[src/rtl/fp_wb_arbiter.sv]
// Round-robin arbiter sharing the FP register-file writeback port across FP units.
// Optional sticky fflags accumulator enabled by defining FP_WB_FFLAGS_ACCUM_EN.
module fp_wb_arbiter #(
   parameter int unsigned NUM_UNITS  = 5,
   parameter int unsigned DATA_WIDTH = 64,
   parameter int unsigned ID_WIDTH   = 3,
   parameter int unsigned FLAG_WIDTH = 5
) (
   input  logic                             clk,
   input  logic                             rst,
   input  logic [NUM_UNITS-1:0]             unit_done,
   input  logic [NUM_UNITS*ID_WIDTH-1:0]    unit_id,
   input  logic [NUM_UNITS*DATA_WIDTH-1:0]  unit_rd,
   input  logic [NUM_UNITS*FLAG_WIDTH-1:0]  unit_fflags,
   output logic [NUM_UNITS-1:0]             unit_ack,
   output logic                             wb_valid,
   output logic [ID_WIDTH-1:0]              wb_id,
   output logic [DATA_WIDTH-1:0]            wb_rd,
   output logic [FLAG_WIDTH-1:0]            wb_fflags,
   output logic [NUM_UNITS-1:0]             wb_unit,
`ifdef FP_WB_FFLAGS_ACCUM_EN
   output logic [FLAG_WIDTH-1:0]            fflags_acc,
   input  logic                             fflags_clr,
`endif
   input  logic                             wb_ack
);

   localparam int unsigned PTR_W = (NUM_UNITS > 1) ? $clog2(NUM_UNITS) : 1;

   typedef enum logic {EMPTY = 1'b0, FULL = 1'b1} slot_t;

   slot_t            state;
   logic [PTR_W-1:0] rr_ptr;
   logic [PTR_W-1:0] cand;
   logic [PTR_W-1:0] grant_idx;
   logic [PTR_W-1:0] next_ptr;
   logic             grant_found;
   logic             can_load;
   logic             grant;

   assign wb_valid = (state == FULL);
   assign can_load = ~wb_valid | wb_ack;
   assign grant    = |unit_ack;
   assign next_ptr = (grant_idx == PTR_W'(NUM_UNITS - 1)) ? '0 : grant_idx + PTR_W'(1);

   // First requester at or above rr_ptr, wrapping modulo NUM_UNITS
   always_comb begin
      grant_found = 1'b0;
      grant_idx   = '0;
      cand        = '0;
      unit_ack    = '0;
      for (int unsigned k = 0; k < NUM_UNITS; k++) begin
         cand = PTR_W'((32'(rr_ptr) + k) % NUM_UNITS);
         if (!grant_found && unit_done[cand]) begin
            grant_found = 1'b1;
            grant_idx   = cand;
         end
      end
      if (!rst && can_load && grant_found)
         unit_ack[grant_idx] = 1'b1;
   end

   // Writeback slot: load on grant, release on ack, data held when released
   always_ff @(posedge clk or posedge rst) begin
      if (rst) begin
         state     <= EMPTY;
         wb_id     <= '0;
         wb_rd     <= '0;
         wb_fflags <= '0;
         wb_unit   <= '0;
         rr_ptr    <= '0;
      end else if (grant) begin
         state     <= FULL;
         wb_id     <= unit_id[grant_idx*ID_WIDTH +: ID_WIDTH];
         wb_rd     <= unit_rd[grant_idx*DATA_WIDTH +: DATA_WIDTH];
         wb_fflags <= unit_fflags[grant_idx*FLAG_WIDTH +: FLAG_WIDTH];
         wb_unit   <= unit_ack;
         rr_ptr    <= next_ptr;
      end else if (wb_ack) begin
         state     <= EMPTY;
      end
   end

`ifdef FP_WB_FFLAGS_ACCUM_EN
   logic accept;
   assign accept = wb_valid & wb_ack;

   // Sticky OR of accepted flags; a clear coinciding with an accept keeps only the new flags
   always_ff @(posedge clk or posedge rst) begin
      if (rst)
         fflags_acc <= '0;
      else if (fflags_clr)
         fflags_acc <= accept ? wb_fflags : '0;
      else if (accept)
         fflags_acc <= fflags_acc | wb_fflags;
   end
`endif

endmodule

[config.mk]
export PLATFORM = sky130hd
export DESIGN_NAME = fp_wb_arbiter
export DESIGN_NICKNAME = d
export VERILOG_FILES = /design/src/rtl/fp_wb_arbiter.sv
export SDC_FILE = /design/constraint.sdc
export NUM_CORES = 1
export LEC_CHECK = 0
export BUFFER_PORTS_ARGS = -buffer_cell sky130_fd_sc_hd__buf_2
export CAP_MARGIN = 10
export CORE_AREA = 5 5 173 175
export CTS_BUF_LIST = sky130_fd_sc_hd__clkbuf_4 sky130_fd_sc_hd__clkbuf_8
export DETAILED_ROUTE_END_ITERATION = 12
export DIE_AREA = 0 0 178 180
export HOLD_SLACK_MARGIN = 0.12
export PLACE_DENSITY = 0.67
export REMOVE_ABC_BUFFERS = 1
export SLEW_MARGIN = 25
export SYNTH_ARGS = -nofsm -noshare
export SYNTH_HDL_FRONTEND = slang
export SYNTH_SLANG_ARGS = --single-unit
[constraint.sdc]
create_clock -name clk -period 5.2 [get_ports clk]
set_input_delay 0.52 -clock clk [delete_from_list [all_inputs] [get_ports clk]]
set_output_delay 0.52 -clock clk [all_outputs]
set_load 0.01 [all_outputs]
==> results.cfg, run 1 <==
[outcome]
outcome = complete, no violations

[sta]
worst_slew_pin_slew_ns = 1.01
setup_viol = 0
fmax_mhz = 199
timing.final.crit_share = 0.967
whs_ns = 0.295
fin_crit_ns = 5.03
hold_viol_final = 0
clock_skew_ns = 0.0151
relSlewSlack = 0.327
drv_slew = 0

[worst_setup_path]
cp_max_fo = 8
worstPathArrival_ns = 4.51
r2r_slack_ns = 0.28
cp_slowest_stage_delay_ns = 0.42
worstPathRequired_ns = 4.68
slowest_stage = dfrtp_1
crit_type = flip-flop to output pin
start_kind = flip-flop
crit_chain = inv_2 -> ha_4 -> inv_1 -> ha_1 -> inv_1 -> ha_1 -> nor3_2 -> or3_4 -> nand2_1 -> ha_2 -> nor2b_1 -> o2bb2a_4 -> or3_4 -> a211oi_4 -> buf_6 -> nor3_2 -> nor4b_4 -> or2_4 -> nand2_2 -> nor2_2 -> buf_2
crit_path_end_kind = output pin

[global_route]
grt_pass1_vias = 12700
grt_max_degree = 162
grt_pass1_wl_um = 69900
grt_usage = 0.269
grt-ovfl-total = 0
grt_antenna_before_repair = 5

[cts]
cts_buffers = 9
cts_tree = built
cts_buffer_depth = 2
cts_hold_buf = 0
clk_latency_ns = 0.40
root_buffer = clkbuf_8
htreeDepth = 3
cts.clk_slew.worst_paths_ns = 0.10
cts.sinks = 81

[route]
vias = 13300
drt_iter0_drc = 1112
final_antenna_net_count = 0
wl_um = 46300
route.detailed.drc = 0
wl_per_cell_um = 21.2
drtPass1Iterations = 7
vias_per_cell = 6.10

[finish]
final_area_um2 = 13300
seqCellArea_um2 = 2030
final_nets = 2175
drive_above_1_share = 0.314
nFillCells = 2852
multi_input_area_um2 = 7230
syn2layout_area_growth_pct = 28.3
instances_no_fill = 2180

[place]
placed_cells = 2151
place_hpwl_um = 31900
placement.cell_area_um2 = 12800
io_buffers = 450
gp_congestion = 0.908

[yosys]
netlist_area_um2 = 10400
synth-async-reset-ratio = 1.00
avgSynthCellArea_um2 = 7.23
synth_flop_cell = dfrtp_1
ys_seq_elements = 81
ys_warn_count = 0
ys_types = 73
synth_edf_count = 0
yosysSeqAreaShare = 0.195
syn_inst = 1438

[floorplanning]
ioPinCount = 451
initial_core_util = 0.367
die_area_um2 = 32000
core-area_um2 = 28300
chipHeight_um = 180
die_x_um = 178
rows = 62

[run]
cap_violations = 0

[min_path]
worstHoldPathType = input port to async pin
-- synth_stat cells, types with 2 or more instances --
| master | count | area share |
|---|---|---|
| a21o_1 | 7 | 0.0051 |
| a22oi_1 | 2 | 0.0014 |
| nand3_1 | 9 | 0.0043 |
| mux2_2 | 2 | 0.0022 |
| a41oi_1 | 73 | 0.061 |
| and3_1 | 6 | 0.0036 |
| a211o_1 | 2 | 0.0017 |
| nand2_1 | 30 | 0.011 |
| o21a_1 | 2 | 0.0014 |
| a31oi_1 | 73 | 0.044 |
| dfrtp_1 | 81 | 0.19 |
| nor2b_1 | 9 | 0.0054 |
| nor2_1 | 158 | 0.057 |
| inv_2 | 2 | 0.00072 |
| o211ai_1 | 80 | 0.058 |
| inv_1 | 162 | 0.058 |
| a211oi_2 | 3 | 0.0036 |
| or2_2 | 6 | 0.0036 |
| buf_1 | 2 | 0.00072 |
| o31ai_1 | 2 | 0.0014 |
| o31a_1 | 2 | 0.0017 |
| nand2b_1 | 5 | 0.0030 |
| ha_1 | 20 | 0.024 |
| and2_1 | 76 | 0.046 |
| buf_6 | 3 | 0.0032 |
| o21ai_0 | 20 | 0.0096 |
| a221oi_1 | 3 | 0.0025 |
| xnor2_1 | 5 | 0.0042 |
| a211oi_1 | 75 | 0.054 |
| clkbuf_1 | 87 | 0.031 |
| buf_2 | 47 | 0.023 |
| or3_4 | 2 | 0.0022 |
| o2111ai_1 | 3 | 0.0025 |
| a32oi_1 | 72 | 0.061 |
| or3_1 | 5 | 0.0030 |
| and3b_1 | 2 | 0.0017 |
| nand4_1 | 7 | 0.0042 |
| nor3_1 | 8 | 0.0038 |
| o21ai_1 | 79 | 0.038 |
| mux2i_1 | 79 | 0.076 |
| buf_4 | 13 | 0.0094 |
| a21oi_1 | 82 | 0.039 |
| o211a_1 | 2 | 0.0019 |
-- per-stage QoR --
step | worst slack (ns) | utilization | setup TNS [ns]
floorplan | -8.26 | - | -650.45
global placement | 0.188 | 0.454 | 0
CTS | 0.00142 | 0.465 | 0
detailed placement | 0.0406 | 0.454 | 0
finish | 0.174 | 0.471 | 0
global route | -0.0668 | 0.471 | -0.168
-- final cells by class --
class	count	share of cell area
multi-input cells	1040	0.542
inverters	165	0.0466
well taps	384	0.0360
clock inverters	5	0.00938
flip-flops and latches	81	0.152
clock buffers	11	0.0113
repair buffers	490	0.202
diodes	4	0.000750
-- worst paths after layout --
kind,from,to,depth (start not counted)
hold reg to reg,wb_unit[0],wb_unit[0],2
hold / removal,rst,wb_fflags[3],2
max in group asynchronous,rst,wb_rd[10],3
setup reg to reg,rr_ptr[0],rr_ptr[0],24
setup / recovery,rr_ptr[0],unit_ack[2],21
min in group clk,unit_fflags[23],wb_fflags[3],3
-- placed cells by master (no fill, tap or decap), types with 29 or more instances in the layout --
cell and instances:
a31oi_1 73, o21ai_1 80, nor2_1 156, mux2i_1 79, inv_1 161, dfrtp_1 80
a21oi_1 82, buf_2 450, and2_1 74, nand2_1 29, o211ai_1 80, a211oi_1 74
a32oi_1 71, a41oi_1 72
-- metal layers --
metal / vias up / track usage / wire length (µm)
met2: 803 / 0.443 / 22400
met3: 112 / 0.0496 / 4250
li1: 6058 / - / -
met1: 6313 / 0.342 / 17800
met4: 4 / 0.115 / 1830
met5: - / 0 / 25
-- repair_timing --
action                                  CTS  global route
cloned                                    0             0
pin swaps                                 5             8
gates resized for setup                   6            25
setup buffers                             5             4
endpoints found under the setup margin    7             9
-- worst max-delay path: cells and delay by family, from the launching register on --
kind | cells | cell delay [ns]
simple gates | 10 | 1.78
fa+ha+maj | 4 | 0.90
buf+inv | 5 | 0.53
compound gates | 2 | 0.48
flops | 1 | 0.42
-- sequential cells by signal, summed over array words and instances, names as in the netlist --
| name | count |
|---|---|
| rr_ptr | 3 |
| wb_valid | 1 |
| wb_id | 3 |
| wb_rd | 64 |
| wb_unit | 5 |
| wb_fflags | 5 |
-- cell families after synthesis --
family,after synthesis,share of synthesized area
mux,83,0.0818
xor+xnor,7,0.00770
flops,81,0.195
fa+ha+maj,20,0.0241
simple gates,333,0.159
buf+inv,317,0.127
compound gates,597,0.405
Power of run 1 is left out: the tool's default activity adds up to more than one toggle a clock period on the data nets, which glitch-free logic cannot reach.
==> run 2, diff against run 1 <==
--- a/config.mk
+++ b/config.mk
@@ -7,12 +7,11 @@
 export LEC_CHECK = 0
 export BUFFER_PORTS_ARGS = -buffer_cell sky130_fd_sc_hd__buf_2
 export CAP_MARGIN = 10
-export CORE_AREA = 5 5 173 175
+export CORE_AREA = 5 5 174 176
 export CTS_BUF_LIST = sky130_fd_sc_hd__clkbuf_4 sky130_fd_sc_hd__clkbuf_8
 export DETAILED_ROUTE_END_ITERATION = 12
-export DIE_AREA = 0 0 178 180
+export DIE_AREA = 0 0 179 181
 export HOLD_SLACK_MARGIN = 0.12
-export PLACE_DENSITY = 0.67
 export REMOVE_ABC_BUFFERS = 1
 export SLEW_MARGIN = 25
 export SYNTH_ARGS = -nofsm -noshare
==> constraint.sdc (replaced) <==
create_clock -name clk -period 4.8 [get_ports clk]
set_input_delay 0.48 -clock clk [delete_from_list [all_inputs] [get_ports clk]]
set_output_delay 0.48 -clock clk [all_outputs]
set_load 0.01 [all_outputs]
==> run 2 against run 1 <==
Global-route usage up 0.92 points. Die area grew 1.1%. First-iteration DRC count decreased by 9.4%. Flip-flop and latch count unchanged. Worst setup slack got worse by 0.079 ns. Clock skew is 0.016 ns higher. Via count decreased by 0.57%. Final cell count grew 2.0%. Worst hold slack got worse by 0.055 ns. Count of clock-buffer cells in the layout stayed put. Register-to-register slack worse by 0.07 ns. Cell area up 4.0%. Critical path type unchanged.
==> results.cfg, run 2 (synthesis results as in run 1) <==
[global_route]
grt_pass1_wl_um = 72000
grt_usage = 0.278
grt_max_degree = 99
grt-ovfl-total = 0
grt_antenna_before_repair = 5
grt_pass1_vias = 12700

[cts]
cts_hold_buf = 0
htreeDepth = 3
cts_buffer_depth = 2
cts.sinks = 81
clk_latency_ns = 0.40
cts_tree = built
cts.clk_slew.worst_paths_ns = 0.12
cts_buffers = 9
root_buffer = clkbuf_8

[floorplanning]
rows = 62
die_area_um2 = 32400
core-area_um2 = 28500
ioPinCount = 451
initial_core_util = 0.365
chipHeight_um = 181
die_x_um = 179

[worst_setup_path]
cp_max_fo = 6
crit_type = flip-flop to output pin
slowest_stage = a311oi_4
cp_common_cell = ha_4
worstPathArrival_ns = 4.23
start_kind = flip-flop
rr_startpoint = rr_ptr[0]
cp_slowest_stage_delay_ns = 0.47
crit_chain = inv_2 -> ha_4 -> inv_4 -> ha_4 -> inv_4 -> ha_4 -> nor3_4 -> or3_4 -> nand2_4 -> ha_4 -> nor2b_4 -> o2bb2a_4 -> or3_4 -> a211oi_4 -> buf_6 -> nor2_2 -> a311oi_4 -> nand2_1 -> nor2_2 -> buf_2
worstRegToRegCells = 21
crit_path_end_kind = output pin
worstPathRequired_ns = 4.32
r2r_end = wb_rd[41]
r2r_slack_ns = 0.21

[finish]
final_area_um2 = 13900
drive_above_1_share = 0.343
syn2layout_area_growth_pct = 33.4
top_regs = wb_rd (64), wb_fflags (5), wb_unit (5)
final_cell_mix = 448 x buf_2, 159 x inv_1, 153 x nor2_1
final_common_cell = buf_2
largest_reg_flops = 64
regMostFlops = wb_rd
final_nets = 2219

[place]
pre_cts_ws_ns = -0.000339
placement.cell_area_um2 = 13100
place_hpwl_um = 34500
io_buffers = 450
gp_congestion = 0.910

[sta]
worst_slew_pin_slew_ns = 0.690
hold_viol_final = 0
final.setup.worst_slack_ns = 0.0946
fmax_mhz = 213
setup_viol = 0
fin_crit_ns = 4.71
clock_skew_ns = 0.0307
timing.final.crit_share = 0.980
rsz0062_at_grt = true
relSlewSlack = 0.540
drv_slew = 0

[outcome]
outcome = complete, no violations

[route]
wl_um = 48100
route.detailed.drc = 0
wl_per_cell_um = 21.6
vias_per_cell = 5.94
vias = 13200
final_antenna_net_count = 0
drtPass1Iterations = 6
drt_iter0_drc = 1007

[run]
cap_violations = 0

[min_path]
worstHoldPathType = input port to async pin
==> run 2: per-layer routing <==
metal / track usage / part of all wire / vias up
li1: - / - / 6139
met1: 0.358 / 0.40 / 6260
met2: 0.457 / 0.48 / 685
met3: 0.0441 / 0.079 / 126
met4: 0.121 / 0.047 / 4
met5: 0 / 0.00029 / -
==> run 2: through the flow <==
stage	TNS, ns	util	std cells	hold slack [ns]
2_1_floorplan	-684.65	-	1286	0.516
3_3_place_gp	0	0.461	2181	0.461
3_5_place_dp	-0.000339	0.461	2181	0.469
4_1_cts	-0.00369	0.474	2206	0.244
5_1_grt	-0.267	0.487	2223	0.279
6_report	0	0.487	2223	0.240
==> run 2: layout make-up <==
type                       instances  area [µm²]
antenna                            3        7.51
clock buffer                      11         145
clock inverter                     5        63.8
fill                            2929       14600
inverter                         165         627
multi-input combinational       1040        7420
sequential                        81        2030
tap                              384         480
timing repair buffer             534        3100
==> run 2: critical path: cells and delay by family (launching register included) <==
kind                     cells  cell delay (ns)
AND/OR/NAND/NOR              8             1.23
AO/OA/AOI/OAI                3             0.98
adder cells (fa/ha/maj)      4             0.75
buffers and inverters        5             0.49
flip-flops                   1             0.41
==> run 2: worst max path at each step <==
stage	start	end	slack (ns)	depth (start not counted)
after floorplan	rr_ptr[0]	unit_ack[1]	-8.62	13
after global placement	rr_ptr[0]	rr_ptr[0]	0.14	22
after detailed placement	rr_ptr[0]	wb_rd[40]	-0.0003	18
after CTS	rr_ptr[0]	unit_ack[3]	-0.004	16
after global routing	rr_ptr[1]	unit_ack[0]	-0.07	20
final	rr_ptr[0]	unit_ack[0]	0.09	20
==> run 2: timing repair <==
action | in CTS | in global routing
gates resized for setup | 21 | 52
setup endpoints to repair | 25 | 80
endpoints found under the hold margin | 0 | 0
pin swaps | 10 | 23
setup buffers | 9 | 14
Power of run 2 is left out for the same reason.
==> run 3, diff against run 2 <==
--- a/config.mk
+++ b/config.mk
@@ -5,7 +5,7 @@
 export SDC_FILE = /design/constraint.sdc
 export NUM_CORES = 1
 export LEC_CHECK = 0
-export BUFFER_PORTS_ARGS = -buffer_cell sky130_fd_sc_hd__buf_2
+export BUFFER_PORTS_ARGS = -buffer_cell sky130_fd_sc_hd__buf_4
 export CAP_MARGIN = 10
 export CORE_AREA = 5 5 174 176
 export CTS_BUF_LIST = sky130_fd_sc_hd__clkbuf_4 sky130_fd_sc_hd__clkbuf_8
==> run 3 against run 2 <==
Final cell count down 0.54%. Register-to-register slack about the same. Fmax up 1.2%. Routed wire length up 5.0%. Global-route usage up 1.1 points. Cell area up 8.5%. Non-clock buffer count down 9. Worst hold slack worse by 0.058 ns. First-iteration DRC count up 19%. Flip-flop and latch count unchanged. Die area unchanged. Core utilization up 4.1 points. Largest cell class unchanged.
==> results.cfg, run 3 (synthesis results as in run 1) <==
[outcome]
outcome = complete, no violations

[route]
vias_per_cell = 6.07
final_antenna_net_count = 0
wl_per_cell_um = 22.8
wl_um = 50500
vias = 13400
drt_iter0_drc = 1197
drtPass1Iterations = 5
route.detailed.drc = 0

[floorplanning]
rows = 62
chipHeight_um = 181
die_area_um2 = 32400
core-area_um2 = 28500
ioPinCount = 451
die_x_um = 179
initial_core_util = 0.365

[sta]
worst_slew_pin_slew_ns = 0.698
setup_tns_ns = 0
hold_viol_final = 0
drv_slew = 0
timing.final.crit_share = 0.968
fin_crit_ns = 4.65
clock_skew_ns = 0.0274
rsz0062_at_grt = true
setup_viol = 0
relSlewSlack = 0.534
fmax_mhz = 215

[cts]
cts_tree = built
cts.clk_slew.worst_paths_ns = 0.11
htreeDepth = 3
cts_buffer_depth = 2
clk_latency_ns = 0.40
cts.sinks = 81
root_buffer = clkbuf_8
cts_hold_buf = 0
cts_buffers = 9

[worst_setup_path]
crit_type = flip-flop to output pin
r2r_slack_ns = 0.20
crit_path_end_kind = output pin
r2r_end = wb_rd[38]
rr_startpoint = rr_ptr[0]
crit_chain = inv_2 -> ha_4 -> inv_2 -> ha_4 -> inv_2 -> ha_4 -> nor3_4 -> or3_4 -> nand2_4 -> ha_2 -> nor2b_2 -> o2bb2a_4 -> or3_4 -> a211oi_4 -> buf_6 -> nor3_2 -> nor4b_4 -> or2_4 -> nand2_2 -> nor2_1 -> buf_4
worstRegToRegCells = 24
slowest_stage = dfrtp_2
cp_max_fo = 6
cp_slowest_stage_delay_ns = 0.45
critPathTopFamily = simple AND/OR/NAND/NOR gates
worstPathRequired_ns = 4.32
start_kind = flip-flop
worstPathArrival_ns = 4.17
path_buf_inv = 5

[min_path]
worstHoldPathType = input port to async pin

[finish]
final_nets = 2210
final_common_cell = buf_4
instances_no_fill = 2211
top_regs = wb_rd (64), wb_fflags (5), wb_unit (5)
largest_reg_flops = 64
nFillCells = 2771
drive_above_1_share = 0.344
final_cell_mix = 501 x buf_4, 159 x inv_1, 155 x nor2_1
regMostFlops = wb_rd
syn2layout_area_growth_pct = 44.7

[place]
gp_congestion = 0.894
place_hpwl_um = 35900
io_buffers = 450
placed_cells = 2172

[global_route]
grt_usage = 0.289
grt_pass1_vias = 12600
grt_antenna_before_repair = 1
grt_pass1_wl_um = 74200
grt-ovfl-total = 0
grt_max_degree = 119

[run]
cap_violations = 0
[run 3: cell types whose count changed in the layout (fill, tap and decap cells not counted), sizes merged]
cell and delta:
buf -10, bufinv +3, diode -2, clkinv -1
clkinvlp -1, inv -1
[run 3: final cells by class]
cell class,count,area (µm²),share of cell area
sequential,81,2030,0.135
inverter,165,622,0.0413
clock buffer,10,131,0.00873
tap,384,480,0.0319
multi-input combinational,1040,7450,0.495
timing repair buffer,525,4220,0.280
antenna,1,2.50,0.000166
clock inverter,5,129,0.00856
[run 3: worst register-to-register path: cells and delay by family (launching register included)]
kind                     cells  cell delay, ns
AO/OA/AOI/OAI                5            1.03
adder cells (fa/ha/maj)      4            0.68
buffers and inverters        8            1.16
flip-flops                   1            0.45
AND/OR/NAND/NOR              7            1.17
[run 3: layer usage]
metal | vias to the layer above | part of all wire | global-route usage
li1 | 6134 | - | -
met1 | 6357 | 0.39 | 0.367
met4 | 0 | 0.052 | 0.139
met3 | 131 | 0.088 | 0.0523
met2 | 790 | 0.47 | 0.472
met5 | - | 0 | 0
[run 3: through the flow]
stage	utilization	setup slack [ns]	area, µm²	hold WS [ns]
after floorplan	-	-8.62	9700	0.516
after global placement	0.500	0.133	14200	0.472
after detailed placement	0.500	0.0363	14200	0.471
after CTS	0.517	0.000620	14700	0.208
after global routing	0.529	-0.0378	15100	0.219
final	0.529	0.153	15100	0.182
[run 3: what timing repair did]
item | in CTS | in global routing
endpoints found under the setup margin | 13 | 79
cloned | 0 | 1
buffers inserted | 10 | 12
resized for setup | 35 | 44
pin swaps | 13 | 17
[run 3: worst max path at each step]
stage / start / depth (start not counted) / endpoint
floorplan: rr_ptr[0] / 13 / unit_ack[1]
global placement: rr_ptr[0] / 20 / wb_rd[12]
global route: rr_ptr[0] / 17 / unit_ack[3]
CTS: rr_ptr[0] / 21 / unit_ack[0]
finish: rr_ptr[0] / 21 / unit_ack[3]
detailed placement: rr_ptr[0] / 20 / wb_rd[31]
Power of run 3 is left out for the same reason.
